$ cat src/rtl/herloa_pkg.sv
// Shared helpers for the pipelined HERLOA adder: width helper, approximate
// lower-part function and a saturating adder sized at elaboration time.
package herloa_pkg;

    localparam int unsigned MaxW = 64;

    typedef logic [MaxW-1:0] word_t;

    function automatic int unsigned kw_of(int unsigned kmax);
        return (kmax < 2) ? 1 : $clog2(kmax + 1);
    endfunction

    // Returns {c, S_lower}; bits of S_lower at and above k are zero.
    function automatic logic [MaxW:0] herloa_lower(word_t a, word_t b, int unsigned k);
        logic [MaxW-1:0] s;
        logic            c;
        logic            g;
        s = '0;
        c = 1'b0;
        g = 1'b0;
        if (k == 1) begin
            s[0] = a[0] ^ b[0];
            c    = a[0] & b[0];
        end else if (k >= 2) begin
            for (int unsigned i = 0; i < MaxW; i++) begin
                if (i + 2 == k) g = a[i] & b[i];
            end
            for (int unsigned i = 0; i < MaxW; i++) begin
                if (i + 1 < k) s[i] = a[i] | b[i] | g;
                if (i + 1 == k) begin
                    s[i] = (a[i] ^ b[i]) | g;
                    c    = a[i] & b[i];
                end
            end
        end
        return {c, s};
    endfunction

    function automatic word_t sat_add(word_t acc, word_t inc, int unsigned w);
        logic [MaxW:0] s;
        logic [MaxW:0] lim;
        s   = {1'b0, acc} + {1'b0, inc};
        lim = (65'd1 << w) - 65'd1;
        return (s > lim) ? lim[MaxW-1:0] : s[MaxW-1:0];
    endfunction

endpackage

$ cat src/rtl/herloa_pipe_adder_if.sv
// Operand/result streaming bundle for herloa_pipe_adder.
interface herloa_pipe_adder_if
    import herloa_pkg::*;
#(
    parameter int unsigned N    = 16,
    parameter int unsigned KMAX = 9
) ();
    localparam int unsigned KW = kw_of(KMAX);

    logic          in_valid;
    logic          in_ready;
    logic [N-1:0]  a;
    logic [N-1:0]  b;
    logic [KW-1:0] k_sel;
    logic          out_valid;
    logic          out_ready;
    logic [N:0]    sum;
    logic [KW-1:0] sum_k;
    logic [N:0]    abs_err;

    modport master (
        output in_valid, a, b, k_sel, out_ready,
        input  in_ready, out_valid, sum, sum_k, abs_err
    );

    modport slave (
        input  in_valid, a, b, k_sel, out_ready,
        output in_ready, out_valid, sum, sum_k, abs_err
    );
endinterface

$ cat src/rtl/herloa_err_stats.sv
// Saturating error statistics over accepted results; clear beats a
// simultaneous handshake.
module herloa_err_stats
    import herloa_pkg::*;
#(
    parameter int unsigned N     = 16,
    parameter int unsigned CNT_W = 16,
    parameter int unsigned ACC_W = 32
) (
    input  logic             clk,
    input  logic             rst,
    input  logic             clr_i,
    input  logic             fire_i,
    input  logic [N:0]       abs_err_i,
    output logic [CNT_W-1:0] err_cnt_o,
    output logic [ACC_W-1:0] err_sum_o,
    output logic [N:0]       err_max_o
);
    logic [CNT_W-1:0] err_cnt_q, err_cnt_d;
    logic [ACC_W-1:0] err_sum_q, err_sum_d;
    logic [N:0]       err_max_q, err_max_d;
    word_t            cnt_sat, sum_sat;

    always_comb begin
        cnt_sat   = sat_add(word_t'(err_cnt_q), word_t'(abs_err_i != '0), CNT_W);
        sum_sat   = sat_add(word_t'(err_sum_q), word_t'(abs_err_i), ACC_W);
        err_cnt_d = err_cnt_q;
        err_sum_d = err_sum_q;
        err_max_d = err_max_q;
        if (clr_i) begin
            err_cnt_d = '0;
            err_sum_d = '0;
            err_max_d = '0;
        end else if (fire_i) begin
            err_cnt_d = cnt_sat[CNT_W-1:0];
            err_sum_d = sum_sat[ACC_W-1:0];
            if (abs_err_i > err_max_q) err_max_d = abs_err_i;
        end
    end

    always_ff @(posedge clk) begin
        if (rst) begin
            err_cnt_q <= '0;
            err_sum_q <= '0;
            err_max_q <= '0;
        end else begin
            err_cnt_q <= err_cnt_d;
            err_sum_q <= err_sum_d;
            err_max_q <= err_max_d;
        end
    end

    assign err_cnt_o = err_cnt_q;
    assign err_sum_o = err_sum_q;
    assign err_max_o = err_max_q;
endmodule

$ cat src/rtl/herloa_pipe_adder.sv
// Two-stage valid/ready HERLOA adder with per-beat approximation depth and
// an exact-sum error monitor. Interface parameters must match N/KMAX here.
module herloa_pipe_adder
    import herloa_pkg::*;
#(
    parameter int unsigned N     = 16,
    parameter int unsigned KMAX  = 9,
    parameter int unsigned CNT_W = 16,
    parameter int unsigned ACC_W = 32
) (
    input  logic                clk,
    input  logic                rst,
    herloa_pipe_adder_if.slave  bus,
    input  logic                stats_clr,
    output logic [CNT_W-1:0]    err_cnt,
    output logic [ACC_W-1:0]    err_sum,
    output logic [N:0]          err_max
);
    localparam int unsigned KW = kw_of(KMAX);

    logic          s1_valid_q, s1_valid_d;
    logic [N-1:0]  a1_q, a1_d, b1_q, b1_d;
    logic [KW-1:0] k1_q, k1_d;
    logic          s2_valid_q, s2_valid_d;
    logic [N:0]    sum_q, sum_d, abs_err_q, abs_err_d;
    logic [KW-1:0] sum_k_q, sum_k_d;

    logic          s1_load, s2_load, fire;
    logic [KW-1:0] k_eff;
    logic [MaxW:0] lower;
    logic [N:0]    a_hi, b_hi, hi_sum, approx, exact;

    always_comb begin
        s2_load = !s2_valid_q || bus.out_ready;
        s1_load = !s1_valid_q || s2_load;
        k_eff   = (bus.k_sel > KW'(KMAX)) ? KW'(KMAX) : bus.k_sel;

        // Upper part adds operands shifted down by k, then is shifted back up.
        lower  = herloa_lower(word_t'(a1_q), word_t'(b1_q), 32'(k1_q));
        a_hi   = {1'b0, a1_q} >> k1_q;
        b_hi   = {1'b0, b1_q} >> k1_q;
        hi_sum = a_hi + b_hi + {{N{1'b0}}, lower[MaxW]};
        approx = (hi_sum << k1_q) | {1'b0, lower[N-1:0]};
        exact  = {1'b0, a1_q} + {1'b0, b1_q};

        s1_valid_d = s1_valid_q;
        a1_d       = a1_q;
        b1_d       = b1_q;
        k1_d       = k1_q;
        if (s1_load) begin
            s1_valid_d = bus.in_valid;
            if (bus.in_valid) begin
                a1_d = bus.a;
                b1_d = bus.b;
                k1_d = k_eff;
            end
        end

        s2_valid_d = s2_valid_q;
        sum_d      = sum_q;
        sum_k_d    = sum_k_q;
        abs_err_d  = abs_err_q;
        if (s2_load) begin
            s2_valid_d = s1_valid_q;
            if (s1_valid_q) begin
                sum_d     = approx;
                sum_k_d   = k1_q;
                abs_err_d = (approx >= exact) ? approx - exact : exact - approx;
            end
        end
    end

    always_ff @(posedge clk) begin
        if (rst) begin
            s1_valid_q <= 1'b0;
            a1_q       <= '0;
            b1_q       <= '0;
            k1_q       <= '0;
            s2_valid_q <= 1'b0;
            sum_q      <= '0;
            sum_k_q    <= '0;
            abs_err_q  <= '0;
        end else begin
            s1_valid_q <= s1_valid_d;
            a1_q       <= a1_d;
            b1_q       <= b1_d;
            k1_q       <= k1_d;
            s2_valid_q <= s2_valid_d;
            sum_q      <= sum_d;
            sum_k_q    <= sum_k_d;
            abs_err_q  <= abs_err_d;
        end
    end

    assign bus.in_ready  = s1_load;
    assign bus.out_valid = s2_valid_q;
    assign bus.sum       = sum_q;
    assign bus.sum_k     = sum_k_q;
    assign bus.abs_err   = abs_err_q;
    assign fire          = s2_valid_q && bus.out_ready;

    herloa_err_stats #(
        .N     (N),
        .CNT_W (CNT_W),
        .ACC_W (ACC_W)
    ) u_err_stats (
        .clk       (clk),
        .rst       (rst),
        .clr_i     (stats_clr),
        .fire_i    (fire),
        .abs_err_i (abs_err_q),
        .err_cnt_o (err_cnt),
        .err_sum_o (err_sum),
        .err_max_o (err_max)
    );
endmodule
$ cat src/flat_wrapper.sv
// flat-port wrapper written by rule: the top's interface ports become plain ports
module herloa_pipe_adder_flat import herloa_pkg::*;
#(
    parameter int unsigned N     = 16,
    parameter int unsigned KMAX  = 9,
    parameter int unsigned CNT_W = 16,
    parameter int unsigned ACC_W = 32
)
  (clk, rst, stats_clr, err_cnt, err_sum, err_max, bus_in_valid, bus_a, bus_b, bus_k_sel, bus_out_ready, bus_in_ready, bus_out_valid, bus_sum, bus_sum_k, bus_abs_err);
  herloa_pipe_adder_if #(.N(N), .KMAX(KMAX)) bus_i ();
  input  logic clk;
  input  logic rst;
  input  logic stats_clr;
  output logic [CNT_W-1:0] err_cnt;
  output logic [ACC_W-1:0] err_sum;
  output logic [N:0] err_max;
  input wire logic [$bits(bus_i.in_valid)-1:0] bus_in_valid;
  input wire logic [$bits(bus_i.a)-1:0] bus_a;
  input wire logic [$bits(bus_i.b)-1:0] bus_b;
  input wire logic [$bits(bus_i.k_sel)-1:0] bus_k_sel;
  input wire logic [$bits(bus_i.out_ready)-1:0] bus_out_ready;
  output wire logic [$bits(bus_i.in_ready)-1:0] bus_in_ready;
  output wire logic [$bits(bus_i.out_valid)-1:0] bus_out_valid;
  output wire logic [$bits(bus_i.sum)-1:0] bus_sum;
  output wire logic [$bits(bus_i.sum_k)-1:0] bus_sum_k;
  output wire logic [$bits(bus_i.abs_err)-1:0] bus_abs_err;
  assign bus_i.in_valid = bus_in_valid;
  assign bus_i.a = bus_a;
  assign bus_i.b = bus_b;
  assign bus_i.k_sel = bus_k_sel;
  assign bus_i.out_ready = bus_out_ready;
  assign bus_in_ready = bus_i.in_ready;
  assign bus_out_valid = bus_i.out_valid;
  assign bus_sum = bus_i.sum;
  assign bus_sum_k = bus_i.sum_k;
  assign bus_abs_err = bus_i.abs_err;
  herloa_pipe_adder #(.N(N), .KMAX(KMAX), .CNT_W(CNT_W), .ACC_W(ACC_W)) u_core (.clk(clk), .rst(rst), .bus(bus_i), .stats_clr(stats_clr), .err_cnt(err_cnt), .err_sum(err_sum), .err_max(err_max));
endmodule
$ cat config.mk
export PLATFORM = sky130hd
export DESIGN_NAME = herloa_pipe_adder_flat
export DESIGN_NICKNAME = d
export VERILOG_FILES = /design/src/rtl/herloa_pkg.sv /design/src/rtl/herloa_pipe_adder_if.sv /design/src/rtl/herloa_err_stats.sv /design/src/rtl/herloa_pipe_adder.sv /design/src/flat_wrapper.sv
export SDC_FILE = /design/constraint.sdc
export NUM_CORES = 1
export LEC_CHECK = 0
export ABC_AREA = 1
export CAP_MARGIN = 40
export CORE_MARGIN = 3
export CORE_UTILIZATION = 58
export DETAILED_ROUTE_END_ITERATION = 16
export PLACE_DENSITY = 0.85
export SKIP_CTS_REPAIR_TIMING = 1
export SYNTH_ARGS = -nofsm -noshare
export SYNTH_HDL_FRONTEND = slang
export SYNTH_SLANG_ARGS = --single-unit
$ cat constraint.sdc
create_clock -name clk -period 7.4 [get_ports clk]
set_clock_uncertainty 0.2 [all_clocks]
set_input_delay 1.48 -clock clk [delete_from_list [all_inputs] [get_ports clk]]
set_output_delay 1.48 -clock clk [all_outputs]
set_load 0.005 [all_outputs]
Yosys cells after proc, flatten, opt, wreduce, memory -nomap -nowiden --
Index checks and enable logic that the tools add are counted.
Word-level totals: register bits 141, output and inout port bits 105, logic and storage cells 210, input bits 41
Cells by class: bitwise operators 74, reductions and logical operators 10, multiplexer cells 69, add/sub/neg operators 7, eq/ne operators 16, order comparisons 20, shift-type cells 3
Operators with widths (number):
- 1-bit two-way mux | 63
- 1-bit OR | 43
- 16-bit by 4-bit >> shifter with 17-bit output | 2
- 17-bit subtractor | 2
- 32-bit by 17-bit adder with 33-bit output | 1
- 33-bit by 32-bit > comparator with 1-bit output (second input constant) | 1
- 4-bit == test (first input constant) | 8
- 32-bit two-way mux | 1
- 15-bit two-way mux | 2
- 4-bit < comparator (first input constant) | 7
- 16-bit by 1-bit adder with 17-bit output | 1
- 16-bit by 16-bit adder with 17-bit output | 1
- 17-bit by 1-bit adder with 17-bit output | 1
- 17-bit adder | 1
- 17-bit greater-or-equal comparator | 1
- 17-bit by 16-bit > comparator with 1-bit output (second input constant) | 1
- 17-bit > comparator | 1
- 17-bit two-way mux | 1
- 17-bit by 16-bit OR with 17-bit output | 1
- 17-bit nonzero test | 1
- 17-bit by 4-bit left shift with 17-bit output | 1
- 3-bit by 4-bit == test with 1-bit output (first input constant) | 4
- 3-bit by 4-bit < comparator with 1-bit output (first input constant) | 4
- 16-bit two-way mux | 1
- 15 further kinds | 49

Longest topological paths before layout --
depth after elaboration 25, mapped depth 48, mapped depth without buffers 46

Cells and area by module --
A second synthesis with hierarchy kept.
Second synthesis, totals: cells, all modules 2299, area, all modules 13740.7 um^2
By module, submodules not included:
- herloa_pipe_adder | cells an instance 1502, area each 8704.6 um^2, times used 1, sequential area each 1521.5 um^2
- herloa_err_stats | cells an instance 797, area each 5036.1 um^2, times used 1, sequential area each 1301.2 um^2

Least setup slack after synthesis --
OpenSTA, ideal clock, no wires.
kind reg2reg, from register u_core.k1_q[2], to register u_core.abs_err_q[3] (netlist: u_core.bus.abs_err[3]), path slack 1.958 ns, required time 7.084 ns, cell stages (with the launch flop) 45, buffers on the path 3, arrival time 5.126 ns, clock period less this slack 5.442 ns, library setup time 0.116 ns, cell sequence dfxtp_1 > inv_2 > buf_2 > nand2_1 > nor2_1 > nand2_1 > o211ai_1 > nand3_1 > o21ai_0 > nor2_1 > nand3b_1 > nand2_1 > nand2_1 > nand2_1 > nand2_1 > nand2_1 > nand2_1 > a21oi_1 > (+9 left out) > nand2_1 > o21ai_0 > or2_2 > nand3_1 > nand2_1 > inv_1 > ha_1 > clkbuf_1 > nand2_1 > nor4_1 > nand3_1 > nand3_2 > inv_2 > buf_2 > nand2_1 > nand3_1 > o211ai_1 > inv_1
On the way: longest elaborated chain between the ends 25, elaborated cells on any way between the ends 135, classes of those cells add/sub (4); order compare (16); eq/ne (16); shift (3); mux (66); bitwise (30)
RTL lines:
- start, declared | line herloa_pipe_adder.sv:23 | logic [KW-1:0] k1_q, k1_d;
- start signal, assigned | line herloa_pipe_adder.sv:87 | k1_q <= k1_d;
- parallel branches: the longest is 22 deep, another holds 1-bit by 4-bit == test with 1-bit output
- 17-bit by 16-bit OR with 17-bit output (*) | line herloa_pipe_adder.sv:43 | approx = (hi_sum << k1_q) | {1'b0, lower[N-1:0]};
- net u_core.approx[12] | line herloa_pipe_adder.sv:31 | logic [N:0] a_hi, b_hi, hi_sum, approx, exact;
- 17-bit greater-or-equal comparator (*) | line herloa_pipe_adder.sv:68 | abs_err_d = (approx >= exact) ? approx - exact : exact - approx;
- 17-bit two-way mux (*) | line herloa_pipe_adder.sv:68
- end signal, assigned | line herloa_pipe_adder.sv:91 | abs_err_q <= abs_err_d;
- end, declared | line herloa_pipe_adder.sv:25 | logic [N:0] sum_q, sum_d, abs_err_q, abs_err_d;
Mark *: on every way through the listed nets, which the timed path passes. The select of a mux whose other input is x is not followed. A chain may end at the register's enable or synchronous reset.

Worst setup path after layout --
from register u_core.k1_q[3], to register u_core.abs_err_q[2] (netlist: u_core.bus.abs_err[2])
Same word-level chain as after synthesis.

==> flow_metrics.py <==
metrics = {
    "global_route": {
        "grt-ovfl-total": 0,
        "grt_max_degree": 57,
        "grt_usage": 0.386,
        "grt_pass1_vias": 13600,
        "antenna_found_initial": 0,
        "grt_pass1_wl_um": 74000,
    },
    "worst_setup_path": {
        "max_stage_delay_ns": 0.50,
        "crit_top_cell": "nand2_1",
        "critPathLaunchType": "flip-flop",
        "cp-end-kind": "flip-flop",
        "crit_type": "reg2reg",
        "arrival_ns": 6.92,
        "slowest_stage": "dfxtp_1",
        "crit_fanout": 16,
        "crit_required_ns": 7.50,
    },
    "yosys": {
        "yosysTopAreaCell": "dfxtp_1",
        "ys_types": 50,
        "ys.warnings.count": 0,
        "synth_area_per_cell_um2": 6.29,
        "netlist_top_cells_count": "nand2_1 (421), inv_1 (271), o21ai_0 (213), a21oi_1 (183), nor2_1 (178)",
        "synth_area_mm2": 0.0127,
        "ys_seq_area_frac": 0.222,
        "ys_async_sr_fraction": 0,
        "synth_area_leaders": "dfxtp_1 (22%), nand2_1 (12%), ha_1 (11%)",
        "syn_nets": 2184,
        "synth_seq_cells": 141,
        "syn_inst": 2023,
        "yosysMostFrequentCell": "nand2_1",
        "synth.top_cell.area_share": 0.222,
        "synth_flop_cell": "dfxtp_1",
        "synth_edf_count": 0,
    },
    "power": {
        "clkPwrFrac": 0.255,
        "swShare": 0.466,
        "cellLeakagePower_nw": 7.00,
        "p_int_mw": 1.92,
        "power_frac_seq": 0.241,
        "pwr-share-comb": 0.503,
        "p_sw_mw": 1.68,
        "peakVddDrop_mv": 0.185,
        "p_per_area_mw_per_mm2": 239,
    },
    "layout": {
        "drive_above_1_share": 0.0522,
        "nets": 2295,
        "final_util": 0.708,
        "n_antenna_cell": 0,
        "layoutNonFillerInstCount": 2422,
        "fillers": 1759,
        "synthToLayoutAreaGrowth_pct": 18.4,
    },
    "sta": {
        "rsz0062_at_grt": "no",
        "finalCriticalPeriod_ns": 6.81,
        "clock.fmax_ghz": 0.147,
        "timing.setup.tns_ns": 0,
        "worst_pin_slew_ns": 0.969,
        "slew_headroom": 0.353,
        "setup_viol": 0,
        "drv_slew": 0,
        "setup_slack_ns": 0.588,
        "hold_slack_ns": 0.282,
        "finalCritPeriodShare": 0.921,
        "hold_violations": 0,
    },
    "routing": {
        "drtIter0Drc": 2021,
        "drc": 0,
        "via_per_inst": 6.08,
        "ant_nets": 0,
        "route.vias.total": 14700,
        "dr.pass1.iters": 7,
        "wl_um": 47600,
        "wl_per_cell_um": 19.6,
    },
    "hold_path": {
        "hold_path_class": "reg2reg",
    },
    "clocking": {
        "clock_latency_ns": 0.44,
        "cts_tree": "done",
        "cts_made_buffers": 17,
        "clk_pin_slew_ns": 0.09,
        "root_buffer": "clkbuf_16",
        "clock_sinks": 141,
        "cts_buffer_depth": 2,
        "htreeDepth": 4,
    },
    "placement": {
        "routabilityCongestion": 1.08,
        "dp.cells": 2390,
        "post-place-ws_ns": 0.910,
        "numPortBuffers": 145,
        "hpwlAfterDp_um": 37900,
    },
    "floorplanning": {
        "die_w_um": 154,
        "die_area_mm2": 0.0237,
        "start_util": 0.597,
        "num_io_pins": 146,
        "die_h_um": 154,
        "coreArea_mm2": 0.0213,
        "rows": 53,
    },
    "flow_run": {
        "drv_cap": 0,
    },
    "status": {
        "status": "finished, final reports clean",
    },
}
-- cell families (layout without fill, tap and decap cells) --
family / after synthesis / count (layout) / share of synthesized area
buf+inv: 368 / 492 / 0.111
simple gates: 805 / 805 / 0.266
xor+xnor: 73 / 73 / 0.0503
compound gates: 510 / 510 / 0.224
fa+ha+maj: 120 / 120 / 0.122
flops: 141 / 141 / 0.222
mux: 6 / 6 / 0.00472
-- flip-flops by register name, summed over array words and instances (netlist names) --
| register | flops |
|---|---|
| u_core.u_err_stats.err_sum_o | 32 |
| u_core.bus.abs_err | 17 |
| u_core.bus.sum | 17 |
| u_core.u_err_stats.err_max_o | 17 |
| u_core.a1_q | 16 |
| u_core.b1_q | 16 |
| u_core.u_err_stats.err_cnt_o | 16 |
| u_core.bus.sum_k | 4 |
| u_core.k1_q | 4 |
| u_core.bus.out_valid | 1 |
| u_core.s1_valid_q | 1 |
-- per-stage QoR --
step | power, mW | instance area (um2)
finish | 3.61 | 15100
global route | 3.80 | 15100
CTS | 3.53 | 15100
detailed placement | 2.61 | 14400
global placement | 2.60 | 14400
floorplan | 2.06 | 12700
-- worst max-delay path: cells and delay by family (launching register included) --
| family | cells | cell delay, ns |
|---|---|---|
| compound gates | 7 | 1.04 |
| xor+xnor | 1 | 0.15 |
| fa+ha+maj | 3 | 1.18 |
| buf+inv | 9 | 1.21 |
| flops | 1 | 0.50 |
| simple gates | 22 | 2.36 |
-- power groups by stage --
stage | Sequential, mW | Combinational (mW) | Clock (mW)
2_1_floorplan | 0.859 | 1.20 | 0
3_3_place_gp | 0.881 | 1.72 | 0
3_5_place_dp | 0.883 | 1.73 | 0
4_1_cts | 0.866 | 1.75 | 0.917
5_1_grt | 0.874 | 1.98 | 0.948
6_report | 0.870 | 1.81 | 0.921
-- final cells by class --
class / count / area, um2 / area share
clock inverters: 15 / 200 / 0.0133
multi-input cells: 1514 / 8490 / 0.564
repair buffers: 177 / 1720 / 0.114
well taps: 275 / 344 / 0.0228
flip-flops and latches: 141 / 2820 / 0.187
inverters: 283 / 1060 / 0.0707
clock buffers: 17 / 425 / 0.0282
-- layout by cell type, fill, tap and decap left out, types with 5 or more instances in the layout --
master           synthesis  routed
a21oi_2                 11      11
dfxtp_1                141     140
ha_1                   114     114
a221oi_1                 5       5
or2_2                   12      12
clkbuf_16                0      17
buf_4                    2      30
xnor2_1                 21      21
a21oi_1                183     183
inv_1                  271     271
mux2i_1                  6       6
nor4_1                   6       5
nand2_1                421     420
inv_2                   10       9
clkinv_8                 0       5
o221ai_1                 5       5
inv_8                    0       5
nor2_1                 178     177
nand4_1                 23      23
o21ai_1                  7       7
nand3_1                130     130
o211ai_1                27      27
xor2_1                  52      52
o21bai_1                 9       9
o21ai_0                213     213
a31oi_1                  6       6
nor3_1                  22      22
a21o_1                  10      10
o22ai_1                 10      10
clkdlybuf4s50_1          0     145
fa_1                     6       6
-- per-layer routing --
metal / wire length (um) / vias up / GRT usage / part of all wire
li1: - / 6900 / - / -
met4: 1760 / 0 / 0.127 / 0.037
met1: 19500 / 6686 / 0.540 / 0.41
met5: 0 / - / 0 / 0
met3: 5940 / 145 / 0.0833 / 0.12
met2: 20400 / 1000 / 0.592 / 0.43
-- final timing paths --
path                                                                    start                                             to  slack [ns]  cells past startpoint
worst min-delay path            u_core.u_err_stats.err_max_o[12]$_SDFFE_PP0P_  u_core.u_err_stats.err_max_o[12]$_SDFFE_PP0P_        0.28                      2
worst min register to register  u_core.u_err_stats.err_max_o[12]$_SDFFE_PP0P_  u_core.u_err_stats.err_max_o[12]$_SDFFE_PP0P_        0.28                      2
worst max-delay path                              u_core.k1_q[3]$_SDFFE_PP0P_             u_core.bus.abs_err[2]$_SDFFE_PP0P_        0.59                     42
worst max register to register                    u_core.k1_q[3]$_SDFFE_PP0P_             u_core.bus.abs_err[2]$_SDFFE_PP0P_        0.59                     42
Power figures use the tool's default switching activity.
